## src/rtl/muldiv_pkg.sv

```systemverilog
// Shared encodings for the iterative RV32M/RV64M multiply/divide engine.
package muldiv_pkg;

  localparam logic [2:0] F_MUL    = 3'b000;
  localparam logic [2:0] F_MULH   = 3'b001;
  localparam logic [2:0] F_MULHSU = 3'b010;
  localparam logic [2:0] F_MULHU  = 3'b011;
  localparam logic [2:0] F_DIV    = 3'b100;
  localparam logic [2:0] F_DIVU   = 3'b101;
  localparam logic [2:0] F_REM    = 3'b110;
  localparam logic [2:0] F_REMU   = 3'b111;

  typedef enum logic [1:0] {
    S_IDLE = 2'd0,
    S_CALC = 2'd1,
    S_FIN  = 2'd2
  } state_e;

  function automatic logic is_div(input logic [2:0] f);
    return f >= 3'b100;
  endfunction

endpackage

```

## src/rtl/muldiv_sign_fix.sv

```systemverilog
// Conditional two's-complement negate: yields a magnitude at operand entry
// and re-applies the sign to the final product/quotient/remainder.
module muldiv_sign_fix #(
  parameter int W = 32
) (
  input  logic [W-1:0] val_i,
  input  logic         neg_i,
  output logic [W-1:0] res_o
);

  assign res_o = neg_i ? (~val_i + W'(1)) : val_i;

endmodule

```

## src/rtl/muldiv_unit.sv

```systemverilog
// Iterative multiply/divide unit: shift-add multiply and restoring divide,
// one bit per cycle, with a single-cycle fast path for divide corner cases.
module muldiv_unit
  import muldiv_pkg::*;
#(
  parameter int XLEN  = 32,
  parameter int CNT_W = $clog2(XLEN) + 1
) (
  input  logic            clk,
  input  logic            rst,
  input  logic            start,
  input  logic [2:0]      func3,
  input  logic [XLEN-1:0] src_a,
  input  logic [XLEN-1:0] src_b,
  output logic            busy,
  output logic            done,
  output logic [XLEN-1:0] result
);

  localparam logic [XLEN-1:0] MIN_NEG = {1'b1, {(XLEN-1){1'b0}}};

  state_e            state_q;
  logic [CNT_W-1:0]  cnt_q;
  logic [2:0]        op_q;
  logic [XLEN-1:0]   a_q;
  logic [XLEN-1:0]   b_q;
  logic [XLEN-1:0]   rem_q;
  logic [XLEN-1:0]   result_q;
  logic [2*XLEN-1:0] acc_q;
  logic              neg_res_q;
  logic              neg_rem_q;
  logic              fast_q;
  logic              busy_q;
  logic              done_q;

  logic            a_signed;
  logic            b_signed;
  logic            a_neg;
  logic            b_neg;
  logic            div_zero;
  logic            div_ovf;
  logic [XLEN-1:0] a_mag;
  logic [XLEN-1:0] b_mag;
  logic [XLEN-1:0] fast_res;

  assign a_signed = (func3 == F_MULH) || (func3 == F_MULHSU) ||
                    (func3 == F_DIV)  || (func3 == F_REM);
  assign b_signed = (func3 == F_MULH) || (func3 == F_DIV) || (func3 == F_REM);
  assign a_neg    = a_signed && src_a[XLEN-1];
  assign b_neg    = b_signed && src_b[XLEN-1];

  muldiv_sign_fix #(.W(XLEN)) u_fix_a (.val_i(src_a), .neg_i(a_neg), .res_o(a_mag));
  muldiv_sign_fix #(.W(XLEN)) u_fix_b (.val_i(src_b), .neg_i(b_neg), .res_o(b_mag));

  // func3[1] distinguishes REM/REMU from DIV/DIVU
  assign div_zero = is_div(func3) && (src_b == '0);
  assign div_ovf  = ((func3 == F_DIV) || (func3 == F_REM)) &&
                    (src_a == MIN_NEG) && (src_b == '1);
  assign fast_res = div_zero ? (func3[1] ? src_a : '1)
                             : (func3[1] ? '0 : src_a);

  // Multiply step: add into the upper half, then shift the accumulator right.
  logic [XLEN-1:0]   mul_addend;
  logic [XLEN:0]     mul_sum;
  logic [2*XLEN-1:0] acc_d;

  assign mul_addend = b_q[0] ? a_q : '0;
  assign mul_sum    = {1'b0, acc_q[2*XLEN-1:XLEN]} + {1'b0, mul_addend};
  assign acc_d      = {mul_sum, acc_q[XLEN-1:1]};

  // Divide step: dividend shifts out of a_q MSB-first while quotient bits shift in.
  logic [XLEN:0]   div_shift;
  logic            div_ge;
  logic [XLEN-1:0] rem_d;
  logic [XLEN-1:0] quo_d;

  assign div_shift = {rem_q, a_q[XLEN-1]};
  assign div_ge    = div_shift >= {1'b0, b_q};
  assign rem_d     = div_ge ? (div_shift[XLEN-1:0] - b_q) : div_shift[XLEN-1:0];
  assign quo_d     = {a_q[XLEN-2:0], div_ge};

  logic [2*XLEN-1:0] fin_raw;
  logic [2*XLEN-1:0] fin_val;
  logic              fin_neg;
  logic [XLEN-1:0]   fin_sel;

  assign fin_raw = !is_div(op_q) ? acc_q : {{XLEN{1'b0}}, (op_q[1] ? rem_q : a_q)};
  assign fin_neg = (is_div(op_q) && op_q[1]) ? neg_rem_q : neg_res_q;

  muldiv_sign_fix #(.W(2*XLEN)) u_fix_out (.val_i(fin_raw), .neg_i(fin_neg), .res_o(fin_val));

  always_comb begin
    fin_sel = fin_val[XLEN-1:0];
    case (op_q)
      F_MULH, F_MULHSU, F_MULHU:          fin_sel = fin_val[2*XLEN-1:XLEN];
      F_MUL, F_DIV, F_DIVU, F_REM, F_REMU: fin_sel = fin_val[XLEN-1:0];
      default:                            fin_sel = fin_val[XLEN-1:0];
    endcase
  end

  always_ff @(posedge clk or negedge rst) begin
    if (!rst) begin
      state_q   <= S_IDLE;
      cnt_q     <= '0;
      op_q      <= '0;
      a_q       <= '0;
      b_q       <= '0;
      rem_q     <= '0;
      acc_q     <= '0;
      neg_res_q <= 1'b0;
      neg_rem_q <= 1'b0;
      fast_q    <= 1'b0;
      busy_q    <= 1'b0;
      done_q    <= 1'b0;
      result_q  <= '0;
    end else begin
      done_q <= 1'b0;
      case (state_q)
        S_IDLE: begin
          if (start) begin
            op_q      <= func3;
            a_q       <= a_mag;
            b_q       <= b_mag;
            rem_q     <= '0;
            cnt_q     <= '0;
            neg_res_q <= a_neg ^ b_neg;
            neg_rem_q <= a_neg;
            if (div_zero || div_ovf) begin
              fast_q  <= 1'b1;
              acc_q   <= {{XLEN{1'b0}}, fast_res};
              state_q <= S_FIN;
            end else begin
              fast_q  <= 1'b0;
              acc_q   <= '0;
              busy_q  <= 1'b1;
              state_q <= S_CALC;
            end
          end
        end
        S_CALC: begin
          cnt_q <= cnt_q + CNT_W'(1);
          if (is_div(op_q)) begin
            a_q   <= quo_d;
            rem_q <= rem_d;
          end else begin
            acc_q <= acc_d;
            b_q   <= b_q >> 1;
          end
          if (cnt_q == CNT_W'(XLEN - 1)) begin
            busy_q  <= 1'b0;
            state_q <= S_FIN;
          end
        end
        S_FIN: begin
          result_q <= fast_q ? acc_q[XLEN-1:0] : fin_sel;
          done_q   <= 1'b1;
          state_q  <= S_IDLE;
        end
        default: state_q <= S_IDLE;
      endcase
    end
  end

  assign busy   = busy_q;
  assign done   = done_q;
  assign result = result_q;

endmodule

```

## config.mk

```make
export PLATFORM = sky130hd
export DESIGN_NAME = muldiv_unit
export DESIGN_NICKNAME = d
export VERILOG_FILES = /design/src/rtl/muldiv_pkg.sv /design/src/rtl/muldiv_sign_fix.sv /design/src/rtl/muldiv_unit.sv
export SDC_FILE = /design/constraint.sdc
export NUM_CORES = 1
export LEC_CHECK = 0
export CAP_MARGIN = 20
export CORE_MARGIN = 8
export CORE_UTILIZATION = 46
export DETAILED_ROUTE_END_ITERATION = 10
export HOLD_SLACK_MARGIN = 0.15
export SETUP_SLACK_MARGIN = 0.1
export SKIP_CTS_REPAIR_TIMING = 1
export SLEW_MARGIN = 20
export SYNTH_ARGS = -nofsm -noshare
export SYNTH_HDL_FRONTEND = slang
export SYNTH_SLANG_ARGS = --single-unit
```

## constraint.sdc

```tcl
create_clock -name clk -period 4.2 [get_ports clk]
set_input_delay 0.42 -clock clk [delete_from_list [all_inputs] [get_ports clk]]
set_output_delay 0.42 -clock clk [all_outputs]
set_load 0.02 [all_outputs]
```

==> results of run 1 <==
==> worst reg2reg max path, stage by stage, from the launching register on <==
cell and delay, ns:
dfrtp_1 0.52, and2_1 0.24, ha_1 0.21, inv_1 0.08, fa_1 0.20, nor2b_1 0.07
o31a_1 0.28, o21ai_0 0.24, a21oi_1 0.15, o21ai_0 0.26, a21oi_1 0.19, a211o_1 0.42
or4b_2 0.67, a31oi_1 0.17
==> path summary, 6_finish.rpt <==
kind / startpoint / to / slack, ns / cells after the start
setup / recovery: b_q[0] / acc_q[57] / 0.42 / 13
hold / removal: rst / acc_q[58] / 0.45 / 2
setup reg to reg: b_q[0] / acc_q[57] / 0.42 / 13
hold reg to reg: result[20] / result[20] / 0.48 / 2
max in group asynchronous: rst / result[4] / 2.63 / 3
min in group clk: result[20] / result[20] / 0.48 / 2
==> cell usage after synthesis, types with 4 or more instances <==
cell type and count:
nand2_1 237, o21ai_0 212, dfrtp_1 208, a21oi_1 198, nor2_1 183, clkbuf_1 97, xnor2_1 78, xor2_1 73
inv_1 71, ha_1 70, a31oi_1 64, o211ai_1 61, nor3_1 45, nand3_1 43, mux2i_1 42, and2_1 39
a21o_1 33, and3_1 29, nand4_1 22, o31ai_1 21, nor4_1 19, or3_1 17, a211oi_1 16, a32oi_1 16
o21a_1 15, buf_1 14, buf_2 13, nand2b_1 13, o22ai_1 13, nand3b_1 11, nor2b_1 11, mux2_2 10
o41ai_1 10, mux2i_2 8, or4_1 8, a41oi_1 7, o311ai_0 7, a221o_1 6, mux2_1 6, mux2_4 6
nor3b_1 5, o221ai_1 5, a22o_1 4, buf_6 4
==> flip-flops by register name, summed over array words and instances, names as in the netlist, 2 cells and up <==
register and count:
acc_q 64, a_q 32, b_q 32, rem_q 32, result 32, cnt_q 6
op_q 3, state_q 2
==> power by group <==
part | switching [mW] | internal, mW | leakage, nW
combinational | 6.81 | 4.36 | 5.17
sequential | 1.23 | 2.87 | 2.60
clock | 0.992 | 1.29 | 0.416
==> cell usage in the layout, fill, tap and decap left out, types with 15 or more instances in the layout <==
cell	instances
a32oi_1	16
nor4_1	19
nand2_1	235
clkdlybuf4s50_1	102
a211oi_1	16
mux2i_1	41
buf_4	51
nand4_1	22
ha_1	70
a21oi_1	198
a21o_1	33
a31oi_1	64
inv_1	70
o21a_1	15
and2_1	39
or3_1	17
nor2_1	178
xor2_1	73
clkbuf_16	27
o211ai_1	61
and3_1	29
o31ai_1	21
xnor2_1	78
nand3_1	43
o21ai_0	211
dfrtp_1	207
nor3_1	45
==> routing by layer <==
| metal | GRT usage | routed length (um) | vias to the layer above |
|---|---|---|---|
| met5 | 0 | 13 | - |
| met4 | 0.0810 | 1870 | 2 |
| met3 | 0.0445 | 4470 | 112 |
| met2 | 0.487 | 30600 | 619 |
| met1 | 0.388 | 28300 | 8306 |
| li1 | - | - | 7948 |
==> cells by family (layout without fill, tap and decap cells) <==
group	Yosys count	count (layout)
AOI/OAI and AO/OA	733	733
adders and majority gates	72	72
and+or+nand+nor	704	704
DFF	208	208
muxes	73	73
xor gates and xnor gates	151	151
buffers and inverters	201	279
==> layout make-up <==
class                      count  area (um2)  area share
timing repair buffer         161        1550      0.0798
clock buffer                  33         727      0.0373
multi-input combinational   1733       11000       0.565
sequential                   208        5210       0.267
tap                          468         586      0.0301
inverter                      71         267      0.0137
clock inverter                14         125     0.00643
==> stage by stage <==
step	setup WS (ns)	area [um2]	util	hold slack, ns	power [mW]
after detailed placement	0.282	18600	0.510	0.476	15.1
after floorplan	0.896	17000	-	0.124	11.6
after global placement	0.314	18600	0.510	0.462	15.0
after CTS	0.470	19400	0.533	-0.0648	17.4
after global routing	0.101	19500	0.534	0.514	18.8
final	0.421	19500	0.534	0.454	17.5
==> metrics.cfg, run 1 <==
[clock_network]
ctsHtreeMaxLevel=1
numCtsBuffers=26
cts_tree=yes
clk_pin_slew_ns=0.06
clk_latency_ns=0.57
cts.sinks=208
cts_buffer_depth=3
cts_root_buf=clkbuf_16

[final_layout]
nets=2343
synthToLayoutAreaGrowth_pct=14.7
fin_cells=2688
antenna_cells=0
fill_cells=3547
drive_gt1_frac=0.0703

[sta]
setup_violations=0
post-route-min-period_ns=3.78
tightest_slew_ns=1.15
fin_setup_tns_ns=0
slew_viol_final=0
period_share=0.900
hold_violations=0
finalClockSkew_ns=0.0127
maxSlewHeadroom=0.231
rsz0062_at_grt=no
max_freq_ghz=0.265

[synthesis]
synth-compound-area-share=0.267
synth_area_leader_cell=dfrtp_1
synth_cell_type_count=84
yosys-mux-area-fraction=0.0485
yosysSeqAreaShare=0.307
ys_ff_latch=208
synth_top_family_by_area=compound AO/OA/AOI/OAI gates
syn_inst=2142
synth_top_area_share=0.307
netlist_area_mm2=0.0170
synth_fa_ha_area_frac=0.0540
synthSimpleGateAreaFrac=0.198
ys.flop_type=dfrtp_1
yosys.area_share.xor_xnor=0.0779
synthArstFlopShare=1.00
synth_warnings=0
yosys-top-cells-area=dfrtp_1, o21ai_0, a21oi_1
synth_edf_count=0
synth_area_per_cell_um2=7.92
synth.net_count=2284

[grt]
grt_max_degree=97
antenna_found_initial=2
grt_pass1_vias=16400
gr-total-overflow=0
groute.usage.overall=0.291
grt_pass1_wl_um=100000

[place]
port_buffers=103
gp_congestion=0.992
place_inst=2639
hpwlAfterDp_um=50400

[run_status]
status=completed

[route]
vias=17000
dr.pass1.iters=5
ant_nets=0
detail_route.iter0.violations=1600
routed_wl_um=65200
drc=0
viasPerCell=6.32
wl_per_cell_um=24.3

[power_and_ir_drop]
leakage_nw=8.19
power.density_mw_per_mm2=901
ir_drop_uv=487

[worst_setup_path]
crit_chain=and2_1, ha_1, inv_1, fa_1, nor2b_1, o31a_1, o21ai_0, a21oi_1, o21ai_0, a21oi_1, a211o_1, or4b_2, a31oi_1
path_class=reg2reg
cp-end-kind=flip-flop
start_kind=flip-flop
cpLargestDelayFamily=compound AO/OA/AOI/OAI gates
arrival_ns=4.26
cp_max_fo=16
path_buf_inv=1
slowest_stage=or4b_2
worstPathRequired_ns=4.68
cp_slowest_stage_delay_ns=0.67

[floorplan]
dieArea_mm2=0.0433
placement_rows=70
core_area_mm2=0.0364
die_y_um=208
io_pins=104
start_util=0.466
die_w_um=208

[worst_hold_path]
min_path_type=in2async

[flow_run]
max_cap_violations=0

Power figures use the tool's default switching activity.
==> run 2, diff against run 1 <==
GPL_TIMING_DRIVEN = 0   (was unset)
SLEW_MARGIN = 5   (was 20)
==> run 2 against run 1 <==
Power increased by 4.9%. Critical path depth decreased by 2. Clock skew increased by 0.0025 ns. Count of clock-buffer cells in the layout increased by 3. Worst hold slack improved by 0.029 ns. Combinational power increased by 4%.
==> metrics.cfg, run 2 (same netlist as run 1, synthesis figures left out) <==
[worst_setup_path]
worstPathRequired_ns=4.62
cp_max_fo=10
cp_common_cell=buf_6
path_class=reg2reg
cp_slowest_stage_delay_ns=0.70
arrival_ns=4.35
crit_chain=buf_6, buf_6, mux2_1, mux2i_1, nand4_1, and4bb_1, and4_1, clkbuf_1, nand2_1, o31ai_1, o21ai_0
start_kind=flip-flop
slowest_stage=o31ai_1
cp-end-kind=flip-flop

[clock_network]
clk_pin_slew_ns=0.06
numCtsBuffers=27
cts_buffer_depth=3
cts_root_buf=clkbuf_16
cts_tree=yes
ctsHtreeMaxLevel=1
cts.sinks=208
clk_latency_ns=0.58

[final_layout]
regMostFlops=acc_q
seqCellArea_mm2=0.00520
multi_input_area_mm2=0.0110
design_area_mm2=0.0197
layout_common_cells=nand2_1, o21ai_0, dfrtp_1, a21oi_1, nor2_1
postLayoutCoreUtil=0.539
mostFrequentLayoutCell=nand2_1
largest_register_ffs=64
drive_gt1_frac=0.0531
fill_cells=3521
antenna_cells=0
nets=2421
synthToLayoutAreaGrowth_pct=15.8

[floorplan]
dieArea_mm2=0.0433
die_w_um=208
io_pins=104
start_util=0.466
core_area_mm2=0.0364
placement_rows=70
die_y_um=208

[grt]
grt_pass1_vias=17100
gr-total-overflow=0
antenna_found_initial=0
grt_pass1_wl_um=109000
groute.usage.overall=0.327
grt_max_degree=110

[route]
detail_route.iter0.violations=1505
vias=17600
viasPerCell=6.37
drc=0
dr.pass1.iters=7
ant_nets=0
wl_per_cell_um=26.5
routed_wl_um=73400

[power_and_ir_drop]
ir_drop_uv=629
power.density_mw_per_mm2=937
total_power_mw=18.4
leakage_nw=8.21

[place]
port_buffers=103
gp_congestion=1.04
dpl-instance-area_mm2=0.0186
pre_cts_slack_ns=-0.220
hpwlAfterDp_um=59100

[flow_run]
max_cap_violations=0

[sta]
maxSlewHeadroom=0.270
timing.final.ws_setup_ns=0.263
finalHoldWorstSlack_ns=0.484
period_share=0.937
rsz0062_at_grt=no
tightest_slew_ns=1.09
max_freq_ghz=0.254
slew_viol_final=0
hold_violations=0
post-route-min-period_ns=3.94
finalClockSkew_ns=0.0151
setup_violations=0

[worst_hold_path]
min_path_type=reg2reg

[run_status]
status=completed

## run 2: cell count changes in the layout (fill, tap and decap cells not counted), moves of 5 or more
cell | before | now
buf_12 | 5 | 0
clkbuf_1 | 2 | 97
buf_2 | 0 | 12
buf_1 | 0 | 14
buf_4 | 51 | 6
## run 2: cell type report
| type | instances | share of cell area |
|---|---|---|
| Multi-Input combinational cell | 1733 | 0.559 |
| Sequential cell | 208 | 0.265 |
| Timing Repair Buffer | 108 | 0.0558 |
| Clock buffer | 36 | 0.0392 |
| Tap cell | 468 | 0.0298 |
| Buffer | 130 | 0.0279 |
| Inverter | 71 | 0.0136 |
| Clock inverter | 13 | 0.00987 |
## run 2: final timing paths
check / start / to / slack (ns) / cells past startpoint
worst max register to register: op_q[1] / result[19] / 0.26 / 11
worst max-delay path: op_q[1] / result[19] / 0.26 / 11
worst min register to register: result[0] / result[0] / 0.48 / 2
min in group asynchronous: rst / acc_q[60] / 0.52 / 2
worst min-delay path: result[0] / result[0] / 0.48 / 2
max in group asynchronous: rst / a_q[8] / 2.59 / 3
## run 2: worst max-delay path, delay by kind of cell (launching register included)
| family | cells | cell delay (ns) |
|---|---|---|
| simple gates | 4 | 1.12 |
| flops | 1 | 0.35 |
| mux | 2 | 0.68 |
| buf+inv | 3 | 0.73 |
| compound gates | 2 | 0.90 |
## run 2: per-stage QoR
stage                     cells  setup TNS, ns
after floorplan            2142              0
after global placement     2713       -1361.69
after detailed placement   2714         -0.532
after global routing       2767              0
after CTS                  2763         -0.649
final                      2767              0
## run 2: routing by layer
metal  vias to the layer above  GRT usage  routed length, um
met3                       209     0.0416               4760
li1                       8125          -                  -
met1                      8524      0.400              29500
met5                         -          0                  0
met4                         0      0.223               5830
met2                       760      0.535              33400
## run 2: power by group
group / internal, mW / switching [mW]
clock network: 1.54 / 1.00
logic: 4.20 / 7.52
registers: 2.87 / 1.28
total: 8.61 / 9.80
==> run 3, diff against run 2 <==
CORE_UTILIZATION = 35   (was 46)
CTS_CLUSTER_SIZE = 8   (was unset)
SLEW_MARGIN = unset   (was 5)
==> run 3 against run 2 <==
Sequential share of layout area down 0.11 points. Worst setup slack worse by 0.11 ns. Core utilization down 13 points. Cell count up 5.1%. Routed wire length about the same. First-iteration DRC count down 4.9%. Cell area up 0.43%. Highest routed layer is now met5.
==> metrics.cfg, run 3 (same netlist as run 1, synthesis figures left out) <==
[route]
dr.pass1.iters=5
vias=17600
drc=0
detail_route.iter0.violations=1431
ant_nets=0
wl_per_cell_um=25.2
routed_wl_um=73400
viasPerCell=6.05

[clock_network]
cts_buffer_depth=3
ctsHtreeMaxLevel=1
numCtsBuffers=31
cts_tree=yes
clk_latency_ns=0.59
cts.sinks=208
cts_root_buf=clkbuf_16
clk_pin_slew_ns=0.05

[sta]
finalHoldWorstSlack_ns=0.328
tightest_slew_ns=0.932
fin_setup_tns_ns=0
slew_viol_final=0
post-route-min-period_ns=4.05
hold_violations=0
finalClockSkew_ns=0.0233
setup_violations=0
period_share=0.964
maxSlewHeadroom=0.373
rsz0062_at_grt=yes
max_freq_ghz=0.247

[final_layout]
fill_cells=4885
synthToLayoutAreaGrowth_pct=16.3
multi_input_area_mm2=0.0110
postLayoutCoreUtil=0.412
nets=2426
seqCellArea_mm2=0.00520
antenna_cells=0
largest_register_ffs=64
fin_cells=2907
design_area_mm2=0.0197
drive_gt1_frac=0.0480
regMostFlops=acc_q
mostFrequentLayoutCell=nand2_1
layout_common_cells=nand2_1, o21ai_0, dfrtp_1, a21oi_1, nor2_1

[grt]
gr-total-overflow=0
grt_pass1_vias=17100
groute.usage.overall=0.254
grt_max_degree=95
antenna_found_initial=1
grt_pass1_wl_um=110000

[worst_setup_path]
r2r_cells=12
reg2reg_to=result[31]
ff2ff_setup_slack_ns=0.15
crit_start=op_q[2]
worstPathRequired_ns=4.63
cp-end-kind=flip-flop
arrival_ns=4.48
endpoint=result[31]
path_class=reg2reg
r2r-start=op_q[2]
cp_max_fo=10
start_kind=flip-flop

[flow_run]
max_cap_violations=0

[place]
port_buffers=103
gp_congestion=1.01
place_inst=2862
dpl-instance-area_mm2=0.0188
hpwlAfterDp_um=59500

[floorplan]
core_area_mm2=0.0478
io_pins=104
dieArea_mm2=0.0558
die_w_um=236
start_util=0.355
placement_rows=80
die_y_um=236

[worst_hold_path]
min_path_type=in2async

[run_status]
status=completed

[power_and_ir_drop]
leakage_nw=8.17
ir_drop_uv=397
power.density_mw_per_mm2=922

## run 3: changes by cell type in the layout (fill, tap and decap cells not counted), sizes merged
cell      delta
buf          +1
bufinv       -4
clkbuf       +2
clkinv       -5
clkinvlp     -1
## run 3: critical path, cell delays in order, from the launching register on
cell	delay (ns)
dfrtp_1	0.39
clkbuf_1	0.20
buf_2	0.27
buf_2	0.33
mux2i_1	0.40
nand2_1	0.20
nor3b_2	0.32
buf_4	0.25
nand4_1	0.24
or4_4	0.60
o21ai_2	0.15
xor2_1	0.33
o221ai_1	0.20
## run 3: through the flow
stage	total power, mW	setup WS [ns]
6_report	18.2	0.150
5_1_grt	19.4	0.00388
4_1_cts	17.9	-0.163
3_5_place_dp	15.6	-0.139
3_3_place_gp	15.5	-6.62
2_1_floorplan	11.6	0.896
## run 3: layout make-up
type | count | share of cell area
Buffer | 130 | 0.0277
Tap cell | 615 | 0.0390
Timing Repair Buffer | 109 | 0.0569
Clock inverter | 3 | 0.000951
Multi-Input combinational cell | 1733 | 0.556
Clock buffer | 38 | 0.0422
Sequential cell | 208 | 0.264
Inverter | 71 | 0.0135
## run 3: where the power goes
| part | total [mW] | switching [mW] | internal, mW |
|---|---|---|---|
| registers | 4.17 | 1.30 | 2.87 |
| logic | 11.7 | 7.52 | 4.20 |
| clock network | 2.29 | 0.938 | 1.36 |
## run 3: per-layer routing
metal	global-route usage	up-vias	part of all wire
met1	0.320	8533	0.42
li1	-	8120	-
met5	0	-	0.00019
met3	0.0276	176	0.059
met2	0.424	744	0.46
met4	0.136	2	0.062
## run 3: worst min-delay path by stage
stage	slack [ns]	start	end	depth (start not counted)
after floorplan	0.12	rst	a_q[0]	0
after global placement	0.47	result[20]	result[20]	2
after detailed placement	0.34	rst	result[28]	1
after CTS	-0.26	rst	result[4]	1
after global routing	0.37	rst	result[28]	2
final	0.33	rst	result[28]	2
